File: config.mk
export PLATFORM = sky130hd
export DESIGN_NAME = adc_frame_packer
export DESIGN_NICKNAME = d
export VERILOG_FILES = /design/src/rtl/bioee_adc_pkg.sv /design/src/rtl/adc_sample_buf.sv /design/src/rtl/adc_frame_packer.sv
export SDC_FILE = /design/constraint.sdc
export NUM_CORES = 1
export LEC_CHECK = 0
export ABC_AREA = 1
export CORE_UTILIZATION = 40
export CTS_CLUSTER_DIAMETER = 120
export DETAILED_ROUTE_END_ITERATION = 8
export GPL_TIMING_DRIVEN = 0
export PLACE_DENSITY = 0.6
export RECOVER_POWER = 25
export SYNTH_ARGS = -nofsm -noshare
export SYNTH_HDL_FRONTEND = slang
export SYNTH_SLANG_ARGS = --single-unit
File: constraint.sdc
create_clock -name clk -period 2.8 [get_ports clk]
set_input_delay 0.56 -clock clk [delete_from_list [all_inputs] [get_ports clk]]
set_output_delay 0.56 -clock clk [all_outputs]
set_load 0.02 [all_outputs]
File: src/rtl/bioee_adc_pkg.sv
// Shared definitions for the ADC framing path: FSM encoding, field widths,
// default sync byte and the header-word builder.
package bioee_adc_pkg;

  localparam int WORD_W = 16;
  localparam int SYNC_W = 8;
  localparam int SEQ_W  = 8;
  localparam int CNT_W  = 16;

  localparam logic [SYNC_W-1:0] SYNC_BYTE_DEFAULT = 8'hA5;

  // State names describe the word currently presented on dout.
  typedef enum logic [1:0] {
    ST_IDLE    = 2'd0,
    ST_HEADER  = 2'd1,
    ST_PAYLOAD = 2'd2,
    ST_TRAILER = 2'd3
  } pack_state_e;

  // Header word: sync marker in the upper byte, frame sequence number below.
  function automatic logic [WORD_W-1:0] make_header(input logic [SYNC_W-1:0] sync,
                                                    input logic [SEQ_W-1:0]  seq);
    return {sync, seq};
  endfunction

endpackage

File: src/rtl/adc_sample_buf.sv
// Small first-word-fall-through sample FIFO. full/empty reflect the pointer
// state at the start of the cycle, so a same-cycle read never frees a slot
// for a same-cycle write.
module adc_sample_buf #(
  parameter int ADDR_W = 4,
  parameter int DATA_W = 16
) (
  input  logic              clk,
  input  logic              rst,
  input  logic              wr_en,
  input  logic              rd_en,
  input  logic [DATA_W-1:0] din,
  output logic [DATA_W-1:0] dout,
  output logic              full,
  output logic              empty
);

  localparam int DEPTH = 1 << ADDR_W;
  localparam logic [ADDR_W:0] PTR_ONE = {{ADDR_W{1'b0}}, 1'b1};

  logic [DATA_W-1:0] mem_q [DEPTH];
  logic [ADDR_W:0]   wr_ptr_q, wr_ptr_d;
  logic [ADDR_W:0]   rd_ptr_q, rd_ptr_d;
  logic              do_wr_s;
  logic              do_rd_s;

  assign full    = (wr_ptr_q[ADDR_W] != rd_ptr_q[ADDR_W]) &&
                   (wr_ptr_q[ADDR_W-1:0] == rd_ptr_q[ADDR_W-1:0]);
  assign empty   = (wr_ptr_q == rd_ptr_q);
  assign do_wr_s = wr_en && !full;
  assign do_rd_s = rd_en && !empty;
  assign dout    = mem_q[rd_ptr_q[ADDR_W-1:0]];

  // Pointer advance for accepted writes and reads.
  always_comb begin
    wr_ptr_d = wr_ptr_q;
    rd_ptr_d = rd_ptr_q;
    if (do_wr_s) begin
      wr_ptr_d = wr_ptr_q + PTR_ONE;
    end else begin
      wr_ptr_d = wr_ptr_q;
    end
    if (do_rd_s) begin
      rd_ptr_d = rd_ptr_q + PTR_ONE;
    end else begin
      rd_ptr_d = rd_ptr_q;
    end
  end

  // Pointer registers; reset flushes the buffer.
  always_ff @(posedge clk or negedge rst) begin
    if (!rst) begin
      wr_ptr_q <= {(ADDR_W+1){1'b0}};
      rd_ptr_q <= {(ADDR_W+1){1'b0}};
    end else begin
      wr_ptr_q <= wr_ptr_d;
      rd_ptr_q <= rd_ptr_d;
    end
  end

  // Sample storage; contents are don't-care until written.
  always_ff @(posedge clk) begin
    if (do_wr_s) begin
      mem_q[wr_ptr_q[ADDR_W-1:0]] <= din;
    end
  end

endmodule

File: src/rtl/adc_frame_packer.sv
// Frames buffered ADC samples as header / FRAME_LEN samples / checksum trailer
// for the SDRAM FIFO, stalling on fifo_full and counting buffer overflows.
module adc_frame_packer
  import bioee_adc_pkg::*;
#(
  parameter int unsigned       FRAME_LEN      = 256,
  parameter int unsigned       BUF_DEPTH_LOG2 = 4,
  parameter logic [SYNC_W-1:0] SYNC_BYTE      = SYNC_BYTE_DEFAULT
) (
  input  logic              clk,
  input  logic              rst,
  input  logic              enable,
  input  logic [WORD_W-1:0] sample_in,
  input  logic              sample_valid,
  input  logic              fifo_full,
  output logic [WORD_W-1:0] dout,
  output logic              dout_valid,
  output logic              frame_done,
  output logic [WORD_W-1:0] overflow_count,
  output logic              busy
);

  localparam logic [CNT_W-1:0] FRAME_LEN_C = CNT_W'(FRAME_LEN);

  pack_state_e       state_q, state_d;
  logic [WORD_W-1:0] dout_q, dout_d;
  logic              dout_valid_q, dout_valid_d;
  logic              frame_done_q, frame_done_d;
  logic [WORD_W-1:0] overflow_q, overflow_d;
  logic              busy_q;
  logic [SEQ_W-1:0]  seq_q, seq_d;
  logic [WORD_W-1:0] csum_q, csum_d;
  logic [CNT_W-1:0]  cnt_q, cnt_d;
  logic              abort_q, abort_d;
  logic              abort_s;
  logic              rd_en_s;
  logic [WORD_W-1:0] header_s;
  logic [WORD_W-1:0] buf_dout_s;
  logic              buf_full_s;
  logic              buf_empty_s;

  adc_sample_buf #(
    .ADDR_W (int'(BUF_DEPTH_LOG2)),
    .DATA_W (WORD_W)
  ) u_buf (
    .clk   (clk),
    .rst   (rst),
    .wr_en (sample_valid),
    .rd_en (rd_en_s),
    .din   (sample_in),
    .dout  (buf_dout_s),
    .full  (buf_full_s),
    .empty (buf_empty_s)
  );

  // Framing FSM: picks the next word, advances checksum/count/sequence.
  always_comb begin
    state_d      = state_q;
    dout_d       = dout_q;
    dout_valid_d = 1'b0;
    frame_done_d = 1'b0;
    seq_d        = seq_q;
    csum_d       = csum_q;
    cnt_d        = cnt_q;
    abort_d      = abort_q;
    rd_en_s      = 1'b0;
    header_s     = make_header(SYNC_BYTE, seq_q);
    abort_s      = abort_q | ~enable;
    case (state_q)
      ST_IDLE: begin
        abort_d = 1'b0;
        if (enable && !buf_empty_s && !fifo_full) begin
          dout_d       = header_s;
          dout_valid_d = 1'b1;
          csum_d       = header_s;
          cnt_d        = {CNT_W{1'b0}};
          state_d      = ST_HEADER;
        end else begin
          state_d = ST_IDLE;
        end
      end
      ST_HEADER, ST_PAYLOAD: begin
        // Once enable drops, the frame is finished off as aborted after draining.
        abort_d = abort_s;
        if (fifo_full) begin
          state_d = state_q;
        end else if ((cnt_q == FRAME_LEN_C) || (abort_s && buf_empty_s)) begin
          dout_d       = (cnt_q == FRAME_LEN_C) ? csum_q : ~csum_q;
          dout_valid_d = 1'b1;
          frame_done_d = 1'b1;
          seq_d        = seq_q + 8'd1;
          state_d      = ST_TRAILER;
        end else if (!buf_empty_s) begin
          rd_en_s      = 1'b1;
          dout_d       = buf_dout_s;
          dout_valid_d = 1'b1;
          csum_d       = csum_q + buf_dout_s;
          cnt_d        = cnt_q + 16'd1;
          state_d      = ST_PAYLOAD;
        end else begin
          state_d = state_q;
        end
      end
      ST_TRAILER: begin
        abort_d = 1'b0;
        state_d = ST_IDLE;
      end
      default: begin
        abort_d = 1'b0;
        state_d = ST_IDLE;
      end
    endcase
  end

  // Saturating count of samples dropped because the buffer was already full.
  always_comb begin
    overflow_d = overflow_q;
    if (sample_valid && buf_full_s && (overflow_q != 16'hFFFF)) begin
      overflow_d = overflow_q + 16'd1;
    end else begin
      overflow_d = overflow_q;
    end
  end

  // State and registered outputs; reset abandons any partial frame.
  always_ff @(posedge clk or negedge rst) begin
    if (!rst) begin
      state_q      <= ST_IDLE;
      dout_q       <= 16'h0000;
      dout_valid_q <= 1'b0;
      frame_done_q <= 1'b0;
      overflow_q   <= 16'h0000;
      busy_q       <= 1'b0;
      seq_q        <= 8'h00;
      csum_q       <= 16'h0000;
      cnt_q        <= 16'h0000;
      abort_q      <= 1'b0;
    end else begin
      state_q      <= state_d;
      dout_q       <= dout_d;
      dout_valid_q <= dout_valid_d;
      frame_done_q <= frame_done_d;
      overflow_q   <= overflow_d;
      busy_q       <= (state_d != ST_IDLE);
      seq_q        <= seq_d;
      csum_q       <= csum_d;
      cnt_q        <= cnt_d;
      abort_q      <= abort_d;
    end
  end

  assign dout           = dout_q;
  assign dout_valid     = dout_valid_q;
  assign frame_done     = frame_done_q;
  assign overflow_count = overflow_q;
  assign busy           = busy_q;

endmodule

==> out/qor.log <==
qor: floorplan.chipWidth 202 um
qor: timing.skew 0.0170 ns
qor: route.routed_wire_length_per_instance 18.8 um
qor: global_routing.initial_antenna_violation_count 0
qor: pwr.power.density 1170 mW/mm2
qor: floorplan.die_area 0.0409 mm2
qor: layout.mostFrequentLayoutCell sky130_fd_sc_hd__nor2_1
qor: setup_path.cpPeakStageDelay 0.46 ns
qor: route.drt_iter0_markers 922
qor: cts.insertion_delay 0.54 ns
qor: cts.clock_sinks 344
qor: setup_path.worst-r2r-setup-slack -0.15 ns
qor: layout.utilization 50.8%
qor: layout.mostFrequentLayoutCells sky130_fd_sc_hd__nor2_1 (281), sky130_fd_sc_hd__nand2_1 (279), sky130_fd_sc_hd__edfxtp_1 (256)
qor: timing.max_freq 339 MHz
qor: route.route.vias.total 12,000
qor: floorplan.die_height 202 um
qor: layout.antenna_cells_inserted 0
qor: timing.finalHoldViolations 0
qor: cts.clock_path_buffers 3
qor: place.placed_cells 2,204
qor: synth.post_synthesis_cell_count 1,614
qor: status.run_status finished with violations
qor: global_routing.globalRouteOverflowTotal 0
qor: route.route.detailed.drc 0
qor: route.dr.pass1.iters 5
qor: floorplan.num_rows 72
qor: timing.postLayoutSetupSlackWorst -0.146 ns
qor: cts.cts_tree done
qor: setup_path.timing.critical_path.to_type register
qor: pwr.switchingPower 9520 uW
qor: pwr.power_leakage 0.00770 uW
qor: synth.synth.largest_area_cell sky130_fd_sc_hd__edfxtp_1
qor: synth.synth.avg_cell_area 9.93 um2
qor: synth.netlist_top_cells_area sky130_fd_sc_hd__edfxtp_1 (48%), sky130_fd_sc_hd__dfrtp_1 (14%), sky130_fd_sc_hd__nor2_1 (7.4%)
qor: route.via_to_cell_ratio 5.21
qor: timing.finalCritPeriodShare 105%
qor: cts.cts_buf_count 38
qor: cts.htreeDepth 2
qor: floorplan.initial_utilization 41.0%
qor: setup_path.start_kind register
qor: timing.setup_viol 7
qor: timing.report.final.slew_viol_count 0
qor: pwr.power.share.clock 21.0%
qor: pwr.switching_share 41.0%
qor: setup_path.timing.critical_path.cells buf_6 -> buf_12 -> buf_8 -> buf_4 -> nor2_2 -> nor2_1 -> o21ai_1 -> o211ai_1 -> nand3_2 -> nand2_4 -> inv_1 -> fa_2 -> o21ai_2 -> nand4_1 -> nand2_1 -> nand2_1 -> nand2_2 -> nand2_1 -> nand2_1 -> o21ai_1
qor: layout.num-nets-final 1,798
qor: setup_path.required_worst_endpoint 3.22 ns
qor: synth.netlist_area_before_placement 0.0160 mm2
qor: place.globalplace.congestion 0.903
qor: synth.post-synth-top-area-fraction 48.0%
qor: synth.synth_nets 1,663
qor: timing.tightest_slew 1.14 ns
qor: timing.relSlewSlack 24.2%
qor: setup_path.path_max_fanout 8
qor: place.portBuffers 55
qor: layout.syn2layout_area_growth 24.0%
qor: pwr.peakVddDrop 0.553 mV
qor: place.place.detailed.hpwl 28.8 mm
qor: cts.clock_tree.root_cell sky130_fd_sc_hd__clkbuf_16
qor: route.drt.antenna.violating_nets 0
qor: setup_path.crit_arrival 3.37 ns
qor: global_routing.vias_in_the_first_global_route 11,600
qor: setup_path.crit_path_frequent_cell sky130_fd_sc_hd__nand2_1
qor: layout.final_cells 2,296
qor: min_path.holdCritPathClass in -> async
qor: setup_path.crit_type reg -> reg
qor: pwr.cellInternalPower 13,700 uW
qor: global_routing.grt_max_degree 47
qor: timing.unrepaired_setup_endpoints_after_global_routing true
qor: timing.totalNegativeSetupSlack -0.486 ns
qor: cts.worst_setup_hold_path_clk_slew 0.06 ns
qor: global_routing.grt_usage 21.2%
qor: layout.fillCellCount 3,537
qor: synth.postSynthRegisterBits 344
qor: synth.synthDistinctLibCells 42
qor: route.wl 43.1 mm
qor: pwr.design_power_total 23,200 uW
qor: flow_run.timing.max_cap.violations 0
qor: layout.drive_above_1_share 18.6%
qor: pwr.pwr-share-comb 50.0%
qor: floorplan.design.portCount 56
qor: timing.timing.final.crit_period 2.95 ns
qor: setup_path.critPathSlowestCell sky130_fd_sc_hd__dfrtp_2
qor: floorplan.core_area 0.0391 mm2
qor: synth.ys.warnings.count 0
qor: status.violated_checks negative setup slack
qor: global_routing.grt_pass1_wl 66.3 mm
qor: pwr.seq_power_share 29.0%
qor: synth.synth-seq-area-share 61.7%
==> sequential cells by signal, indices dropped and copies added (netlist names), 2 cells and up <==
name / cells
cnt_q: 16
overflow_count: 16
u_buf.mem_q: 256
state_q: 2
u_buf.wr_ptr_q: 5
seq_q: 8
dout: 16
csum_q: 16
u_buf.rd_ptr_q: 5
==> power by group through the flow <==
stage | Combinational, uW | Sequential (uW) | Clock (uW)
finish | 11600 | 6720 | 4880
global route | 12600 | 6800 | 5160
CTS | 10200 | 6720 | 4970
detailed placement | 8760 | 6770 | 0
global placement | 8450 | 6760 | 0
floorplan | 5560 | 6890 | 0
==> path summary, 6_finish.rpt <==
| path | depth (start not counted) | end | start |
|---|---|---|---|
| worst max-delay path | 20 | csum_q[12] | u_buf.rd_ptr_q[0] |
| worst min-delay path | 1 | busy | rst |
| worst max register to register | 20 | csum_q[12] | u_buf.rd_ptr_q[0] |
| worst min register to register | 2 | dout[13] | dout[13] |
| max in group asynchronous | 2 | dout[8] | rst |
| min in group clk | 2 | dout[13] | dout[13] |
==> per-layer routing <==
| metal | share of wire, % | global-route usage [%] | vias up |
|---|---|---|---|
| met3 | 6.7 | 3.74 | 81 |
| met2 | 47 | 34.4 | 379 |
| met5 | 0 | 0.357 | - |
| li1 | - | - | 5748 |
| met4 | 2.6 | 6.74 | 0 |
| met1 | 44 | 28.8 | 5760 |
==> area by class of cell <==
| class | count | area, um2 | share of cell area (%) |
|---|---|---|---|
| multi-input combinational | 1108 | 6060 | 30.5 |
| buffer | 67 | 632 | 3.18 |
| clock buffer | 49 | 1010 | 5.10 |
| sequential | 344 | 9890 | 49.8 |
| timing repair buffer | 97 | 1070 | 5.38 |
| tap | 518 | 648 | 3.26 |
| inverter | 93 | 360 | 1.81 |
| clock inverter | 20 | 191 | 0.964 |
==> metrics by stage <==
| stage | hold WS, ns | worst slack [ns] | area (um2) |
|---|---|---|---|
| finish | 0.227 | -0.146 | 19900 |
| global route | 0.328 | -0.231 | 19900 |
| CTS | 0.0488 | -0.00294 | 19400 |
| detailed placement | 0.465 | -0.929 | 17500 |
| global placement | 0.463 | -2.24 | 17200 |
| floorplan | 0.264 | 0.0700 | 16000 |
==> critical path, delay by kind of cell (launching register included) <==
family / cells / cell delay, ns
AO/OA/AOI/OAI: 4 / 0.42
adder cells (fa/ha/maj): 1 / 0.42
buffers and inverters: 5 / 0.59
flip-flops: 1 / 0.46
AND/OR/NAND/NOR: 10 / 0.91
==> Yosys cell counts, drive strengths merged <==
cell	count
o21ai	176
nand3	95
a21boi	1
nor3	15
xor2	48
nand3b	4
edfxtp	256
nor3b	1
a21oi	20
o221ai	8
o211ai	8
clkinv	1
clkbuf	28
inv	92
ha	27
o22ai	11
nor4	4
xnor2	11
a21o	6
nand2	319
buf	41
nand4	17
a31o	1
nor2	317
or2	18
fa	1
dfrtp	88
==> cell families (layout without fill, tap and decap cells) <==
group	after synthesis	count (layout)	share of synthesized area, %
AND/OR/NAND/NOR	790	790	20.7
flip-flops	344	344	61.7
AO/OA/AOI/OAI	231	231	7.84
buffers and inverters	162	326	4.25
XOR/XNOR	59	59	3.23
adder cells (fa/ha/maj)	28	28	2.23
==> what timing repair did <==
item                                    in CTS  in global routing
pin swaps                                   20                 64
endpoints found under the setup margin      15                 13
setup buffers                               10                 12
cloned                                       3                  0
resized for setup                          154                148
hold buffers                                 0                  0
Note: power is estimated with default switching activity, not from simulation.
